==> config.mk <==
export PLATFORM = sky130hd
export DESIGN_NAME = piso_serializer
export DESIGN_NICKNAME = d
export VERILOG_FILES = /design/src/rtl/piso_pkg.sv /design/src/rtl/piso_serializer.sv
export SDC_FILE = /design/constraint.sdc
export NUM_CORES = 1
export LEC_CHECK = 0
export BUFFER_PORTS_ARGS = -buffer_cell sky130_fd_sc_hd__buf_2
export CORE_UTILIZATION = 42
export CTS_CLUSTER_DIAMETER = 30
export CTS_CLUSTER_SIZE = 20
export DETAILED_ROUTE_END_ITERATION = 8
export HOLD_SLACK_MARGIN = 0.03
export SETUP_SLACK_MARGIN = 0.02
export SYNTH_ARGS = -nofsm -noshare
export SYNTH_HDL_FRONTEND = slang
export SYNTH_SLANG_ARGS = --single-unit
export TNS_END_PERCENT = 1
==> constraint.sdc <==
create_clock -name clk -period 2.16 [get_ports clk]
set_input_delay 0.54 -clock clk [delete_from_list [all_inputs] [get_ports clk]]
set_output_delay 0.54 -clock clk [all_outputs]
set_load 0.01 [all_outputs]
==> src/rtl/piso_pkg.sv <==
// Shared definitions for the parallel-in serial-out transmitter.
// Holds the FSM state encoding and the counter-width helper.
// PARITY keeps its code even when the parity build option is off, so state
// encodings match between builds.
package piso_pkg;

    typedef enum logic [1:0] {
        IDLE   = 2'd0,
        SHIFT  = 2'd1,
        PARITY = 2'd2
    } piso_state_t;

    // Ceiling log2, never less than 1 so a counter always has at least one bit.
    function automatic int clog2(input int n);
        int r;
        r = 0;
        while ((1 << r) < n) begin
            r = r + 1;
        end
        if (r < 1) begin
            r = 1;
        end
        return r;
    endfunction

endpackage

==> src/rtl/piso_serializer.sv <==
// Purpose: accepts a WIDTH-bit word on a valid/ready handshake and sends it MSB-first, one bit per clk.
// Latency: MSB is on ser_out the cycle after the transfer edge; back-to-back frames have no gap.
// Backpressure: load_ready depends only on state/counter; high in IDLE and in the last cycle of a frame.
//
// Ports:
//   clk, resetn            rising-edge clock, synchronous active-low reset
//   load_data/valid/ready  parallel word handshake from the producer
//   ser_out                registered serial data bit
//   ser_valid              registered, high on every frame bit
//   ser_last               registered, high on the final bit of each frame
// Build option PISO_PARITY_EN appends an even-parity bit to each frame
// (frame length WIDTH+1, load_ready moves to the parity cycle).
module piso_serializer
    import piso_pkg::*;
#(
    parameter int WIDTH = 8
) (
    input  logic             clk,
    input  logic             resetn,
    input  logic [WIDTH-1:0] load_data,
    input  logic             load_valid,
    output logic             load_ready,
    output logic             ser_out,
    output logic             ser_valid,
    output logic             ser_last
);

    localparam int              CW       = clog2(WIDTH);
    localparam logic [CW-1:0]   LAST_CNT = CW'(WIDTH - 1);

    piso_state_t      state;
    piso_state_t      state_nxt;
    logic [WIDTH-1:0] shift_reg;
    logic [WIDTH-1:0] shift_nxt;
    logic [CW-1:0]    bit_cnt;
    logic [CW-1:0]    cnt_nxt;
    logic             at_last;
    logic             transfer;
    logic             ser_out_nxt;
    logic             ser_last_nxt;
`ifdef PISO_PARITY_EN
    logic             par_reg;
    logic             par_nxt;
`endif

    assign at_last = (bit_cnt == LAST_CNT);

    // Ready never looks at load_valid, so there is no combinational loop
    // through a producer that gates valid on ready.
`ifdef PISO_PARITY_EN
    assign load_ready = (state == IDLE) || (state == PARITY);
`else
    assign load_ready = (state == IDLE) || ((state == SHIFT) && at_last);
`endif

    assign transfer = load_valid && load_ready;

    always_comb begin
        state_nxt = state;
        shift_nxt = shift_reg;
        cnt_nxt   = bit_cnt;
`ifdef PISO_PARITY_EN
        par_nxt   = par_reg;
`endif
        case (state)
            IDLE: begin
                if (transfer) begin
                    state_nxt = SHIFT;
                    shift_nxt = load_data;
                    cnt_nxt   = '0;
`ifdef PISO_PARITY_EN
                    par_nxt   = ^load_data;
`endif
                end
            end
            SHIFT: begin
                shift_nxt = {shift_reg[WIDTH-2:0], 1'b0};
                cnt_nxt   = bit_cnt + CW'(1);
                if (at_last) begin
                    // Counter is cleared here so it never steps past WIDTH-1.
                    cnt_nxt = '0;
`ifdef PISO_PARITY_EN
                    state_nxt = PARITY;
`else
                    if (transfer) begin
                        state_nxt = SHIFT;
                        shift_nxt = load_data;
                    end else begin
                        state_nxt = IDLE;
                    end
`endif
                end
            end
            PARITY: begin
`ifdef PISO_PARITY_EN
                if (transfer) begin
                    state_nxt = SHIFT;
                    shift_nxt = load_data;
                    cnt_nxt   = '0;
                    par_nxt   = ^load_data;
                end else begin
                    state_nxt = IDLE;
                end
`else
                state_nxt = IDLE;
`endif
            end
            default: begin
                state_nxt = IDLE;
                cnt_nxt   = '0;
            end
        endcase
    end

    // Outputs are registered from the next-state values so they line up
    // with the state they describe, one cycle after the transfer edge.
    always_comb begin
        ser_out_nxt  = 1'b0;
        ser_last_nxt = 1'b0;
        if (state_nxt == SHIFT) begin
            ser_out_nxt = shift_nxt[WIDTH-1];
`ifndef PISO_PARITY_EN
            ser_last_nxt = (cnt_nxt == LAST_CNT);
`endif
        end
`ifdef PISO_PARITY_EN
        if (state_nxt == PARITY) begin
            ser_out_nxt  = par_nxt;
            ser_last_nxt = 1'b1;
        end
`endif
    end

    always_ff @(posedge clk) begin
        if (!resetn) begin
            state     <= IDLE;
            shift_reg <= '0;
            bit_cnt   <= '0;
            ser_out   <= 1'b0;
            ser_valid <= 1'b0;
            ser_last  <= 1'b0;
        end else begin
            state     <= state_nxt;
            shift_reg <= shift_nxt;
            bit_cnt   <= cnt_nxt;
            ser_out   <= ser_out_nxt;
            ser_valid <= (state_nxt != IDLE);
            ser_last  <= ser_last_nxt;
        end
    end

`ifdef PISO_PARITY_EN
    always_ff @(posedge clk) begin
        if (!resetn) begin
            par_reg <= 1'b0;
        end else begin
            par_reg <= par_nxt;
        end
    end
`endif

endmodule

==> flow_summary.toml, run 1 <==
[logic_synthesis]
syn-cell-area_um2 = 724
synth_seq_area_share_pct = 44.2
yosysWarnings = 0
synth_fp_nets = 89
synth_area_per_cell_um2 = 9.53
synthFlopType = "dfxtp_1"
synthTopCellsByArea = "dfxtp_1 44%, o32a_1 5.5%, o221a_2 4.7%, a31oi_1 4.3%, o21ai_0 4.1%"
yosys.area.top_type = "dfxtp_1"
synth_edf_count = 0
ys_ff_latch = 16
synthArstFlopShare_pct = 0
ys_types = 28
syn_inst = 76
yosysTopAreaCellShare_pct = 44.2

[flow_run]
max_cap_viol_count = 0

[worst_hold_path]
hold_path.class = "reg -> reg"

[cells_and_area]
diodes = 0
final.fill_count = 163
largest_reg_flops = 8
nets = 106
seqCellArea_um2 = 322
multi_input_area_um2 = 372
areaGrowthSynthToFinish_pct = 14.9
drive_gt1_share_pct = 33.0

[clock_network]
cts_root_buf = "clkbuf_4"
clk_pin_slew_worst_paths_ns = 0.08
cts.repair.resized = 0
insertion_delay_ns = 0.29
cts_buffers = 3
htreeDepth = 1
cts_tree = "done"
cts_buffer_depth = 2
post_cts_buffers = 0
hold_buffers = 0
cts.sinks = 16

[status]
status = "completed"

[power_and_ir_drop]
p_sw_uw = 135
p_seq_share_pct = 59.3
intPower_uw = 407
p_sw_share_pct = 24.9
leakagePower_nw = 0.360
clockPowerShare_pct = 28.5
ir_drop_mv = 0.382
design_power_total_uw = 542
power_frac_comb_pct = 12.2
power.density_mw_per_mm2 = 651

[critical_path]
cp.arrival_ns = 1.48
max_stage_delay_ns = 0.33
cp_slowest_cell = "dfxtp_2"
critPathCaptureType = "output pin"
crit_family = "adder cells"
crit_fanout = 6
cp_cell_sequence = "ha_1 -> ha_2 -> and2b_2 -> nor2_1 -> buf_2"
critPathBufInv = 1
critical_path_required_ns = 1.62
startpoint_type = "flop"
worstSetupPathType = "reg -> out"

[timing]
skew_ns = 0.00133
max_freq_ghz = 0.496
setup_violations = 0
period_needed_ns = 2.02
grt_setup_unrepaired = "no"
min_period_over_period_pct = 93.4
layout_setup_ws_ns = 0.143
maxSlewHeadroom_pct = 65.8
hold-worst-slack_ns = 0.496
setup_tns_ns = 0
hold_violations = 0
worst_slew_pin_slew_ns = 0.507
drv_slew = 0

[global_route]
grt-ovfl-total = 0
grt_pass1_vias = 563
antenna_found_initial = 0
grt_pass1_wl_um = 2620
grt_max_degree = 14
grtUsageTotal_pct = 19.3

[floorplanning]
die_w_um = 43.5
core_area_mm2 = 0.00156
pin_count = 15
initial_core_util_pct = 46.5
rows = 14
dieArea_mm2 = 0.00189
die_height_um = 43.5

[routing]
vias = 618
wl_um = 1590
antenna_left = 0
drtIter0Drc = 6
wl_per_cell_um = 14.9
via_per_inst = 5.78
dr.pass1.iters = 4
drc = 0

[placed_design]
pre_cts_slack_ns = 0.394
dpl.hpwl_um = 1100
place.gp.congestion = 0.777
portBuffers = 14
final timing paths:
| kind | start | endpoint | slack [ns] | depth (start not counted) |
|---|---|---|---|---|
| setup / recovery | bit_cnt[0] | load_ready | 0.14 | 5 |
| setup reg to reg | bit_cnt[1] | shift_reg[6] | 0.53 | 5 |
| hold reg to reg | shift_reg[2] | shift_reg[3] | 0.50 | 2 |
| hold / removal | shift_reg[2] | shift_reg[3] | 0.50 | 2 |
Yosys cell counts, drive strengths merged (2+ instances only):
master,number
buf,2
inv,7
nor2b,2
nor2,6
a31oi,5
o32a,4
dfxtp,16
o221a,3
and2b,3
nand3,3
and2,2
ha,2
o21ai,6
nand2b,2
a32oi,2
cells by family after synthesis:
group	after synthesis	synth area share, %
AOI/OAI and AO/OA	25	28.0
and+or+nand+nor	22	17.4
DFF	16	44.2
buffers and inverters	9	5.01
adders and majority gates	2	3.45
muxes	1	1.38
other	1	0.518
layer usage:
metal / vias to the layer above / track usage (%) / wire length [um]
li1: 312 / - / -
met5: - / 0 / 0
met3: 5 / 3.75 / 43
met1: 292 / 29.4 / 806
met2: 9 / 24.8 / 699
met4: 0 / 11.3 / 40
worst min-delay path: stages, from the launching register on:
cell and delay, ns:
dfxtp_1 0.32, nand3_1 0.07, a31oi_1 0.07
power groups by stage:
stage / clock network (mW) / logic, mW / registers (mW)
floorplan: 0 / 0.0447 / 0.323
global route: 0.176 / 0.0724 / 0.323
detailed placement: 0 / 0.0644 / 0.328
CTS: 0.160 / 0.0648 / 0.321
finish: 0.155 / 0.0659 / 0.321
global placement: 0 / 0.0636 / 0.328
layout make-up:
class,instances,area share (%)
clock buffers,3,2.71
inverters,7,3.16
multi-input cells,51,44.7
flip-flops and latches,16,38.6
well taps,16,2.41
repair buffers,14,8.42
per-stage QoR:
step / instance area (um^2) / instances / utilization, %
floorplan: 724 / 76 / -
global placement: 805 / 104 / 51.6
detailed placement: 805 / 104 / 51.6
CTS: 827 / 107 / 53.0
global route: 832 / 107 / 53.4
finish: 832 / 107 / 53.4
cells in the final DEF (no fill, tap or decap), drive strengths merged:
cell,instances
nor2,6
conb,1
nand2b,2
ha,2
o21ai,6
and2,2
nor3,1
buf,14
clkbuf,3
nor4,1
a32oi,2
o21ba,1
nor2b,2
a21bo,1
a31oi,5
mux2i,1
inv,7
nand2,1
o221a,3
dfxtp,16
and3b,1
a2111oi,1
a211oi,1
a22oi,1
and2b,3
o32a,4
nand3,3
No activity file was read; power rests on OpenSTA's default activity.
==> inputs of run 2 (changes only) <==
--- a/config.mk
+++ b/config.mk
@@ -6,11 +6,14 @@
 export NUM_CORES = 1
 export LEC_CHECK = 0
 export BUFFER_PORTS_ARGS = -buffer_cell sky130_fd_sc_hd__buf_2
-export CORE_UTILIZATION = 42
+export CELL_PAD_IN_SITES_DETAIL_PLACEMENT = 1
+export CELL_PAD_IN_SITES_GLOBAL_PLACEMENT = 2
+export CORE_UTILIZATION = 31
 export CTS_CLUSTER_DIAMETER = 30
 export CTS_CLUSTER_SIZE = 20
 export DETAILED_ROUTE_END_ITERATION = 8
 export HOLD_SLACK_MARGIN = 0.03
+export PLACE_DENSITY_LB_ADDON = 0.1
 export SETUP_SLACK_MARGIN = 0.02
 export SYNTH_ARGS = -nofsm -noshare
 export SYNTH_HDL_FRONTEND = slang
==> flow_summary.toml, run 2 (synthesis gave the netlist of run 1 again) <==
[status]
status = "completed"

[timing]
max_freq_ghz = 0.490
grt_setup_unrepaired = "no"
min_period_over_period_pct = 94.6
period_needed_ns = 2.04
setup_violations = 0
setup_tns_ns = 0
skew_ns = 0.000801
worst_slew_pin_slew_ns = 0.571
drv_slew = 0
hold_violations = 0
maxSlewHeadroom_pct = 61.6

[floorplanning]
die_w_um = 50.3
core_area_mm2 = 0.00221
die_height_um = 50.3
initial_core_util_pct = 32.7
rows = 17
dieArea_mm2 = 0.00253
pin_count = 15

[cells_and_area]
areaGrowthSynthToFinish_pct = 18.0
largest_reg_flops = 8
final_common_cell = "dfxtp_1"
layout_common_cells = "15 x dfxtp_1, 14 x buf_2, 7 x inv_1, 6 x nor2_1, 6 x o21ai_0"
diodes = 0
drive_gt1_share_pct = 33.7
nets = 107
fin_cells = 120

[clock_network]
cts.sinks = 16
insertion_delay_ns = 0.28
cts_tree = "done"
post_cts_buffers = 0
clk_pin_slew_worst_paths_ns = 0.09
cts_buffers = 3
hold_buffers = 0
htreeDepth = 1
cts_root_buf = "clkbuf_4"
cts_buffer_depth = 2

[power_and_ir_drop]
power.density_mw_per_mm2 = 641
ir_drop_mv = 0.274
leakagePower_nw = 0.365

[placed_design]
dpl.hpwl_um = 1330
portBuffers = 14
place.gp.congestion = 0.722
dp.cells = 117

[routing]
routed-wl-met3_um = 43
antenna_left = 0
vias = 631
wl_per_cell_um = 15.1
via_per_inst = 5.26
drtIter0Drc = 8
highest_layer = "met4"
dr_wl_met2_um = 789
drt-met1-wl_um = 968
wl_um = 1820
dr.pass1.iters = 2
drc = 0

[critical_path]
cp.arrival_ns = 1.50
crit_fanout = 6
worstSetupPathType = "reg -> out"
critPathCaptureType = "output pin"
critical_path_required_ns = 1.62
startpoint_type = "flop"

[worst_hold_path]
hold_path.class = "reg -> reg"

[global_route]
grtUsageTotal_pct = 16.7
grt_pass1_wl_um = 3070
grt-ovfl-total = 0
grt_max_degree = 14
antenna_found_initial = 0
grt_pass1_vias = 638

[flow_run]
max_cap_viol_count = 0
[run 2: routing by layer]
metal | up-vias | global-route usage [%]
met5 | - | 0
met4 | 0 | 9.26
met3 | 2 | 3.64
met2 | 8 | 23.3
met1 | 305 | 23.4
li1 | 316 | -
[run 2: area by class of cell]
cell class                      count  area, um^2
Fill cell                         274        1360
Multi-Input combinational cell     51         372
Sequential cell                    16         322
Timing Repair Buffer               15        77.6
Tap cell                           28        35.0
Inverter                            7        26.3
Clock buffer                        3        22.5
[run 2: where the power goes]
part	switching, mW	internal (mW)	total, mW
Combinational	0.0347	0.0336	0.0683
Clock	0.0949	0.0647	0.160
Sequential	0.0106	0.310	0.320
Total	0.140	0.408	0.548
[run 2: repair_timing]
action | in CTS | in global routing
pin swaps | 0 | 0
gates cloned | 0 | 0
endpoints found under the setup margin | 1 | 1
resized for setup | 1 | 2
[run 2: path summary, 6_finish.rpt]
path           startpoint           end  slack [ns]  cells after the start
max reg2reg    bit_cnt[0]      ser_last        0.47                      5
max            bit_cnt[0]    load_ready        0.12                      5
min reg2reg  shift_reg[2]  shift_reg[3]        0.51                      2
min          shift_reg[2]  shift_reg[3]        0.51                      2
[run 2: worst max-delay path, stage by stage (launching register included)]
cell     delay, ns
dfxtp_2       0.36
ha_1          0.15
ha_2          0.22
and2b_2       0.27
nor2_1        0.09
buf_2         0.13
[run 2: through the flow]
step	power, mW	utilization [%]	instance area (um^2)	setup WS [ns]	hold slack, ns
final	0.548	38.6	855	0.118	0.512
after global routing	0.582	38.6	855	0.0175	0.542
after CTS	0.558	38.5	851	0.0355	0.508
after detailed placement	0.395	37.4	827	0.350	0.500
after global placement	0.395	37.4	827	0.401	0.491
after floorplan	0.368	-	724	0.556	0.459
==> inputs of run 3 (changes only) <==
--- a/config.mk
+++ b/config.mk
@@ -8,7 +8,8 @@
 export BUFFER_PORTS_ARGS = -buffer_cell sky130_fd_sc_hd__buf_2
 export CELL_PAD_IN_SITES_DETAIL_PLACEMENT = 1
 export CELL_PAD_IN_SITES_GLOBAL_PLACEMENT = 2
-export CORE_UTILIZATION = 31
+export CORE_UTILIZATION = 33
+export CTS_BUF_LIST = sky130_fd_sc_hd__clkbuf_4 sky130_fd_sc_hd__clkbuf_8
 export CTS_CLUSTER_DIAMETER = 30
 export CTS_CLUSTER_SIZE = 20
 export DETAILED_ROUTE_END_ITERATION = 8
==> flow_summary.toml, run 3 (synthesis gave the netlist of run 1 again) <==
[status]
status = "completed"

[cells_and_area]
nets = 110
diodes = 0
final_common_cell = "dfxtp_1"
drive_gt1_share_pct = 36.5
layout_common_cells = "15 x dfxtp_1, 14 x buf_2, 7 x inv_1, 6 x nor2_1, 6 x o21ai_0"
largest_reg_flops = 8
fin_area_um2 = 890
areaGrowthSynthToFinish_pct = 22.8
fin_util_pct = 44.0
fin_cells = 123

[clock_network]
cts_tree = "done"
insertion_delay_ns = 0.30
cts.sinks = 16
cts_root_buf = "clkbuf_4"
htreeDepth = 1
clk_pin_slew_worst_paths_ns = 0.10
cts_buffer_depth = 2
cts_buffers = 3
hold_buffers = 0

[routing]
drc = 0
drtIter0Drc = 11
dr.pass1.iters = 4
wl_per_cell_um = 15.0
antenna_left = 0
vias = 655
wl_um = 1850
via_per_inst = 5.33

[critical_path]
worstRegToRegCells = 6
cp.arrival_ns = 1.45
startpoint = "bit_cnt[1]"
r2r-start = "bit_cnt[1]"
r2r_end = "shift_reg[6]"
reg2reg_slack_ns = 0.43
crit_fanout = 5
cp-endpoint = "load_ready"
startpoint_type = "flop"
critPathCaptureType = "output pin"
worstSetupPathType = "reg -> out"
critical_path_required_ns = 1.62

[power_and_ir_drop]
power.density_mw_per_mm2 = 674
clockPowerShare_pct = 34.4
p_sw_share_pct = 25.1
design_power_total_uw = 600
p_sw_uw = 151
ir_drop_mv = 0.329
intPower_uw = 449
power_frac_comb_pct = 12.1
leakagePower_nw = 0.387
p_seq_share_pct = 53.4

[floorplanning]
die_w_um = 48.9
die_height_um = 48.9
initial_core_util_pct = 35.8
dieArea_mm2 = 0.00239
rows = 16
core_area_mm2 = 0.00202
pin_count = 15

[timing]
period_needed_ns = 1.99
skew_ns = 0.00477
min_period_over_period_pct = 92.2
setup_violations = 0
max_freq_ghz = 0.502
grt_setup_unrepaired = "no"
hold_violations = 0
setup_tns_ns = 0
drv_slew = 0

[placed_design]
portBuffers = 14
postPlaceCellArea_um2 = 833
place.gp.congestion = 0.755
dpl.hpwl_um = 1340
dp.cells = 117

[global_route]
grt_pass1_vias = 615
grt-ovfl-total = 0
grt_max_degree = 14
grt_pass1_wl_um = 3050
grtUsageTotal_pct = 17.7
antenna_found_initial = 0

[flow_run]
max_cap_viol_count = 0

[worst_hold_path]
hold_path.class = "reg -> reg"
==> run 3: changes by cell type in the layout (fill, tap and decap cells not counted), sizes merged <==
cell | previous run | this run
clkbuf | 3 | 4
buf | 15 | 18
==> run 3: stage by stage <==
step / hold slack (ns) / setup slack, ns
3_3_place_gp: 0.487 / 0.381
3_5_place_dp: 0.494 / 0.346
5_1_grt: 0.524 / 0.0645
2_1_floorplan: 0.459 / 0.556
6_report: 0.510 / 0.168
4_1_cts: 0.512 / 0.0461
==> run 3: critical path, cell delays in order, from the launching register on <==
cell     delay (ns)
dfxtp_1        0.35
ha_1           0.15
ha_2           0.20
and2b_2        0.24
nor2_1         0.08
buf_2          0.13
==> run 3: final cells by class <==
class | instances | area [um^2]
multi-input cells | 51 | 372
fillers | 249 | 1130
inverters | 7 | 26.3
flip-flops and latches | 16 | 322
clock buffers | 4 | 36.3
repair buffers | 18 | 100
well taps | 27 | 33.8
==> run 3: timing repair <==
item,CTS,global route
hold endpoints to repair,0,0
pin swaps,0,0
resized for setup,1,2
gates cloned,0,0
buffers inserted,0,2
setup endpoints to repair,1,1
==> run 3: power by group through the flow <==
stage / clock (mW) / combinational (mW) / sequential [mW]
2_1_floorplan: 0 / 0.0447 / 0.323
3_3_place_gp: 0 / 0.0703 / 0.327
3_5_place_dp: 0 / 0.0698 / 0.327
4_1_cts: 0.212 / 0.0704 / 0.320
5_1_grt: 0.223 / 0.0814 / 0.322
6_report: 0.207 / 0.0728 / 0.320
==> run 3: routing by layer <==
layer | track usage, % | share of wire [%]
met4 | 10.3 | 2.4
met2 | 27.3 | 46
met3 | 3.74 | 3.1
met1 | 22.6 | 48
met5 | 0 | 0
==> run 3: worst min path at each step <==
stage / slack (ns) / cells after the start / to / from
floorplan: 0.46 / 2 / shift_reg[1] / shift_reg[0]
global placement: 0.49 / 2 / shift_reg[3] / shift_reg[2]
detailed placement: 0.49 / 2 / shift_reg[3] / shift_reg[2]
CTS: 0.51 / 2 / shift_reg[3] / shift_reg[2]
global route: 0.52 / 3 / shift_reg[1] / load_data[1]
finish: 0.51 / 2 / shift_reg[3] / shift_reg[2]
